`src/rtl/sprite_pkg.sv`:
```
// rtl/sprite_pkg.sv - shared types, default geometry and helpers for the sprite motion unit
//
// Contents:
//   x_t, y_t   default-width screen coordinates
//   dxy_t      default-width signed velocity component
//   rgb_t      3-bit pixel colour
//   *_DEF      default widths and visible screen size
//   div_cnt_width()  width of the frame divider counter for a given divide ratio
package sprite_pkg;

    localparam int X_WIDTH_DEF   = 10;
    localparam int Y_WIDTH_DEF   = 10;
    localparam int DXY_WIDTH_DEF = 4;
    localparam int SCREEN_W_DEF  = 640;
    localparam int SCREEN_H_DEF  = 480;

    typedef logic [X_WIDTH_DEF-1:0]          x_t;
    typedef logic [Y_WIDTH_DEF-1:0]          y_t;
    typedef logic signed [DXY_WIDTH_DEF-1:0] dxy_t;
    typedef logic [2:0]                      rgb_t;

    // A divide ratio of 1 still needs a one-bit counter that never leaves 0.
    function automatic int div_cnt_width(input int div);
        return (div > 1) ? $clog2(div) : 1;
    endfunction

endpackage

```
`src/rtl/sprite_pixel_match.sv`:
```
// rtl/sprite_pixel_match.sv - two-stage raster-to-sprite bitmap lookup
//
// Ports:
//   clk, rst            clock, asynchronous active-low reset
//   pixel_x, pixel_y    raster position being drawn
//   sprite_x, sprite_y  current sprite top-left corner
//   rgb_en              sprite pixel opaque, two cycles after pixel_x/y
//   rgb                 SPRITE_RGB when rgb_en, else 0
module sprite_pixel_match
    import sprite_pkg::*;
#(
    parameter int                           X_WIDTH     = X_WIDTH_DEF,
    parameter int                           Y_WIDTH     = Y_WIDTH_DEF,
    parameter int                           SPRITE_W    = 8,
    parameter int                           SPRITE_H    = 8,
    parameter logic [SPRITE_W*SPRITE_H-1:0] SPRITE_MASK = '1,
    parameter rgb_t                         SPRITE_RGB  = 3'b111
) (
    input  logic               clk,
    input  logic               rst,
    input  logic [X_WIDTH-1:0] pixel_x,
    input  logic [Y_WIDTH-1:0] pixel_y,
    input  logic [X_WIDTH-1:0] sprite_x,
    input  logic [Y_WIDTH-1:0] sprite_y,
    output logic               rgb_en,
    output rgb_t               rgb
);

    localparam int IDX_W = (SPRITE_W * SPRITE_H > 1) ? $clog2(SPRITE_W * SPRITE_H) : 1;

    // Offsets wrap modulo the coordinate width, so pixels left of or above
    // the sprite become large values and fall outside the hit window.
    logic [X_WIDTH-1:0] rx;
    logic [Y_WIDTH-1:0] ry;
    logic               hit;
    logic [IDX_W-1:0]   idx;

    assign rx  = pixel_x - sprite_x;
    assign ry  = pixel_y - sprite_y;
    assign hit = (int'(rx) < SPRITE_W) && (int'(ry) < SPRITE_H);
    // Only form a mask index on a hit so it always stays inside the mask.
    assign idx = hit ? IDX_W'(int'(ry) * SPRITE_W + int'(rx)) : '0;

    logic             s1_valid;
    logic             s1_hit;
    logic [IDX_W-1:0] s1_idx;
    logic             s2_opaque;

    assign s2_opaque = s1_valid & s1_hit & SPRITE_MASK[s1_idx];

    always_ff @(posedge clk or negedge rst) begin
        if (!rst) begin
            s1_valid <= 1'b0;
            s1_hit   <= 1'b0;
            s1_idx   <= '0;
            rgb_en   <= 1'b0;
            rgb      <= '0;
        end else begin
            s1_valid <= 1'b1;
            s1_hit   <= hit;
            s1_idx   <= idx;
            rgb_en   <= s2_opaque;
            rgb      <= s2_opaque ? SPRITE_RGB : rgb_t'(0);
        end
    end

endmodule

```
`src/rtl/sprite_motion_unit.sv`:
```
// rtl/sprite_motion_unit.sv - per-sprite position/velocity state, frame-divided stepping and rendering
//
// Ports:
//   clk, rst                                  clock, asynchronous active-low reset
//   sprite_write_xy, sprite_write_x/y         load position
//   sprite_write_dxy, sprite_write_dx/dy      load signed velocity
//   sprite_enable_update                      movement enabled while high
//   frame_tick                                one pulse per frame (start of vblank)
//   pixel_x, pixel_y                          raster position being drawn
//   sprite_x, sprite_y                        current position
//   sprite_within_screen                      whole sprite visible (registered)
//   rgb_en, rgb                               sprite pixel at raster position, latency 2
module sprite_motion_unit
    import sprite_pkg::*;
#(
    parameter int                           X_WIDTH     = X_WIDTH_DEF,
    parameter int                           Y_WIDTH     = Y_WIDTH_DEF,
    parameter int                           DXY_WIDTH   = DXY_WIDTH_DEF,
    parameter int                           SCREEN_W    = SCREEN_W_DEF,
    parameter int                           SCREEN_H    = SCREEN_H_DEF,
    parameter int                           SPRITE_W    = 8,
    parameter int                           SPRITE_H    = 8,
    parameter int                           UPDATE_DIV  = 2,
    parameter logic [SPRITE_W*SPRITE_H-1:0] SPRITE_MASK = '1,
    parameter rgb_t                         SPRITE_RGB  = 3'b111
) (
    input  logic                 clk,
    input  logic                 rst,
    input  logic                 sprite_write_xy,
    input  logic [X_WIDTH-1:0]   sprite_write_x,
    input  logic [Y_WIDTH-1:0]   sprite_write_y,
    input  logic                 sprite_write_dxy,
    input  logic [DXY_WIDTH-1:0] sprite_write_dx,
    input  logic [DXY_WIDTH-1:0] sprite_write_dy,
    input  logic                 sprite_enable_update,
    input  logic                 frame_tick,
    input  logic [X_WIDTH-1:0]   pixel_x,
    input  logic [Y_WIDTH-1:0]   pixel_y,
    output logic [X_WIDTH-1:0]   sprite_x,
    output logic [Y_WIDTH-1:0]   sprite_y,
    output logic                 sprite_within_screen,
    output logic                 rgb_en,
    output rgb_t                 rgb
);

    localparam int DIV_W = div_cnt_width(UPDATE_DIV);

    logic [X_WIDTH-1:0]          pos_x;
    logic [Y_WIDTH-1:0]          pos_y;
    logic signed [DXY_WIDTH-1:0] vel_dx;
    logic signed [DXY_WIDTH-1:0] vel_dy;
    logic [DIV_W-1:0]            div_cnt;
    logic                        within_q;

    logic step_req;
    logic div_wrap;

    assign step_req = frame_tick & sprite_enable_update;
    assign div_wrap = (div_cnt == DIV_W'(UPDATE_DIV - 1));

    always_ff @(posedge clk or negedge rst) begin
        if (!rst) begin
            pos_x    <= '0;
            pos_y    <= '0;
            vel_dx   <= '0;
            vel_dy   <= '0;
            div_cnt  <= '0;
            within_q <= 1'b1;
        end else begin
            // The step below reads the velocity registers before this load
            // lands, so a same-cycle velocity write only affects later steps.
            if (sprite_write_dxy) begin
                vel_dx <= sprite_write_dx;
                vel_dy <= sprite_write_dy;
            end

            // An explicit position write overrides any step due this cycle
            // and restarts the frame divider.
            if (sprite_write_xy) begin
                pos_x   <= sprite_write_x;
                pos_y   <= sprite_write_y;
                div_cnt <= '0;
            end else if (step_req) begin
                if (div_wrap) begin
                    div_cnt <= '0;
                    // Signed width cast sign-extends; the sum wraps at the coordinate width.
                    pos_x   <= pos_x + X_WIDTH'(vel_dx);
                    pos_y   <= pos_y + Y_WIDTH'(vel_dy);
                end else begin
                    div_cnt <= div_cnt + DIV_W'(1);
                end
            end

            // Unsigned compare: a coordinate that wrapped below zero reads as
            // a huge value and is therefore reported off screen.
            within_q <= (int'(pos_x) <= SCREEN_W - SPRITE_W) &&
                        (int'(pos_y) <= SCREEN_H - SPRITE_H);
        end
    end

    assign sprite_x             = pos_x;
    assign sprite_y             = pos_y;
    assign sprite_within_screen = within_q;

    sprite_pixel_match #(
        .X_WIDTH     (X_WIDTH),
        .Y_WIDTH     (Y_WIDTH),
        .SPRITE_W    (SPRITE_W),
        .SPRITE_H    (SPRITE_H),
        .SPRITE_MASK (SPRITE_MASK),
        .SPRITE_RGB  (SPRITE_RGB)
    ) u_pixel_match (
        .clk      (clk),
        .rst      (rst),
        .pixel_x  (pixel_x),
        .pixel_y  (pixel_y),
        .sprite_x (pos_x),
        .sprite_y (pos_y),
        .rgb_en   (rgb_en),
        .rgb      (rgb)
    );

endmodule

```
`config.mk`:
```
export PLATFORM = sky130hd
export DESIGN_NAME = sprite_motion_unit
export DESIGN_NICKNAME = d
export VERILOG_FILES = /design/src/rtl/sprite_pkg.sv /design/src/rtl/sprite_pixel_match.sv /design/src/rtl/sprite_motion_unit.sv
export SDC_FILE = /design/constraint.sdc
export NUM_CORES = 1
export LEC_CHECK = 0
export CORE_MARGIN = 5
export CORE_UTILIZATION = 49
export DETAILED_ROUTE_END_ITERATION = 10
export PLACE_DENSITY = 0.81
export SYNTH_ARGS = -nofsm -noshare
export SYNTH_HDL_FRONTEND = slang
export SYNTH_SLANG_ARGS = --single-unit
```
`constraint.sdc`:
```
create_clock -name clk -period 3.52 [get_ports clk]
set_clock_uncertainty 0.1 [all_clocks]
set_input_delay 0.704 -clock clk [delete_from_list [all_inputs] [get_ports clk]]
set_output_delay 0.704 -clock clk [all_outputs]
set_load 0.01 [all_outputs]
```
==> run_results.csv <==
group,metric,value,unit
run_status,outcome,"finished clean",
detailed_routing,drtIter0Drc,186,
finish,fin_nets,501,
timing,final.min_clock_period,3.13,ns
placed_design,dp.final_hpwl,5770,um
timing,min_period_over_period,88.8,%
cts,post_cts_buffers,0,
finish,layout_commonest_cell,"clkdlybuf4s50_1",
power,total_leakage_power,0.00167,uW
grt,antenna_found_initial,0,
detailed_routing,route.detailed.drc,0,
cts,h-tree-depth,2,
cts,path_clk_slew,0.08,ns
logic_synthesis,synthArstFlopShare,100,%
logic_synthesis,synth-seq-area-share,28.1,%
floorplan,io_pins,79,
floorplan,core,5890,um^2
grt,gr-usage-all-layers,20.1,%
logic_synthesis,synth_cell_type_count,58,
logic_synthesis,synth_edf_count,0,
timing,hold_violations,0,
floorplan,rows,28,
floorplan,die_area,7650,um^2
cts,cts_buffers,5,
timing,holdWs,0.377,ns
timing,setup_tns,0,ns
floorplan,fp.dieW,87.5,um
timing,fmax,0.320,GHz
finish,stdcell_area,3850,um^2
timing,drv_slew,0,
detailed_routing,postRouteAntennaNets,0,
grt,grt_pass1_wl,12200,um
worst_setup_path,critPathLaunchType,"input port",
worst_setup_path,worst-setup-path-type,"in2reg",
detailed_routing,drt-total-wl,7350,um
detailed_routing,routed_via_density,5.60,
placed_design,io_buffers,78,
timing,setup_viol,0,
worst_setup_path,crit_fanout,9,
cts,clock_latency,0.29,ns
grt,gr-total-overflow,0,
logic_synthesis,syn_area,2940,um^2
placed_design,dpl_cell_area,3760,um^2
worst_setup_path,cp.arrival,3.21,ns
logic_synthesis,netlist_instances,338,
cts,cts.repair.resized,0,
detailed_routing,dr.pass1.iters,4,
grt,grt_pass1_vias,2719,
min_path,hold-path-cell-count,1,
run,maxCapViolCount,0,
finish,layout-drive-gt1-share,7.04,%
logic_synthesis,synthFlopType,"dfrtp_1",
detailed_routing,via_count,2729,
grt,grt_max_degree,45,
detailed_routing,wire_per_inst,15.1,um
power,peakVddDrop,212,uV
cts,cts_tree,"yes",
worst_setup_path,worstPathRequired,3.60,ns
finish,syn_to_final_growth,30.8,%
cts,cts_root_buf,"clkbuf_8",
logic_synthesis,ys_warn_count,0,
finish,layout_common_cells,"clkdlybuf4s50_1 (78), ha_1 (34), dfrtp_1 (32)",
cts,clockBufferDepth,2,
timing,maxSlewHeadroom,62.6,%
placed_design,gp_congestion,0.840,
worst_setup_path,endpoint_kind,"flop",
cts,cts.sinks,33,
cts,hold_buffers,0,
finish,n_antenna_cell,0,
logic_synthesis,ys_ff_latch,33,
timing,tightest_slew,0.560,ns
worst_setup_path,reg2reg_depth,9,
timing,rsz0062_at_grt,"no",
floorplan,die_h,87.5,um
floorplan,start_util,50.0,%
logic_synthesis,syn_avg_cell_area,8.70,um^2
logic_synthesis,syn_nets,428,
min_path,hold_class,"reg2reg",
power,p_per_area,356,nW/um^2
per-stage QoR:
step / setup slack (ns) / power, uW / instances / utilization, %
after floorplan: 0.697 / 874 / 338 / -
after global placement: 0.169 / 1070 / 479 / 63.9
after detailed placement: 0.101 / 1080 / 479 / 63.9
after CTS: 0.406 / 1380 / 487 / 65.3
after global routing: 0.226 / 1470 / 487 / 65.3
final: 0.393 / 1370 / 487 / 65.3
area by class of cell:
class | count | area, um^2
Clock inverter | 3 | 17.5
Timing Repair Buffer | 81 | 803
Inverter | 25 | 93.8
Sequential cell | 33 | 827
Tap cell | 75 | 93.8
Fill cell | 527 | 2040
Clock buffer | 5 | 68.8
Multi-Input combinational cell | 265 | 1940
cell families after synthesis:
| family | after synthesis | synth area share [%] |
|---|---|---|
| AND/OR/NAND/NOR | 96 | 16.7 |
| multiplexers | 12 | 4.38 |
| other | 1 | 0.127 |
| flip-flops | 33 | 28.1 |
| buffers and inverters | 40 | 5.87 |
| AO/OA/AOI/OAI | 105 | 24.2 |
| adder cells (fa/ha/maj) | 36 | 15.8 |
| XOR/XNOR | 15 | 4.72 |
per-layer routing:
metal	GRT usage, %	wire, um
met4	5.86	82
met3	4.35	525
met1	26.1	3290
met5	0	0
met2	33.6	3450
power breakdown:
part | internal [uW] | switching [uW] | total (uW)
logic | 314 | 305 | 618
clock network | 137 | 151 | 287
registers | 417 | 46.1 | 463
total | 867 | 501 | 1370
flip-flops by register name, summed over array words and instances, names as in the netlist:
register,count
sprite_x,10
sprite_y,10
vel_dx,4
vel_dy,4
div_cnt,1
sprite_within_screen,1
u_pixel_match.rgb,1
u_pixel_match.s1_hit,1
u_pixel_match.s1_valid,1
synth_stat cells, types with 3 or more instances:
cell type / number / area share, %
xor2_1: 6 / 1.8
nor2b_1: 11 / 2.3
o311ai_0: 3 / 0.89
xnor2_1: 8 / 2.4
nand2b_1: 5 / 1.1
clkbuf_1: 9 / 1.1
mux2i_1: 5 / 1.7
mux2_2: 7 / 2.7
a211oi_1: 5 / 1.3
nand2_1: 27 / 3.4
buf_4: 4 / 1.0
dfrtp_1: 32 / 27
a21o_1: 9 / 2.3
o211ai_1: 3 / 0.77
nand3_1: 5 / 0.85
ha_1: 34 / 14
nand4_1: 3 / 0.64
o21a_1: 4 / 1.0
and3_1: 4 / 0.85
a221o_1: 3 / 1.0
a21oi_1: 27 / 4.6
nor3b_1: 3 / 0.77
a31oi_1: 4 / 0.85
o21ai_0: 25 / 4.3
o21bai_1: 4 / 1.0
inv_1: 25 / 3.2
nor2_1: 17 / 2.2
nor3_1: 10 / 1.7
worst paths after layout:
path                            slack, ns              endpoint                    from
worst min-delay path                 0.38  u_pixel_match.rgb[1]  u_pixel_match.s1_valid
worst min register to register       0.38  u_pixel_match.rgb[1]  u_pixel_match.s1_valid
worst max-delay path                 0.39  u_pixel_match.s1_hit              pixel_y[6]
min in group asynchronous            0.73  u_pixel_match.s1_hit                     rst
max in group asynchronous            2.24  sprite_within_screen                     rst
worst max register to register       0.72  u_pixel_match.s1_hit             sprite_y[6]
critical path, stage by stage:
cell	delay, ns
clkdlybuf4s50_1	0.40
ha_1	0.45
nand2b_1	0.19
nand3_1	0.09
o21a_1	0.11
o31ai_1	0.27
nand4_1	0.11
or4_1	0.55
a2111oi_2	0.33
No activity file was read; power rests on OpenSTA's default activity.
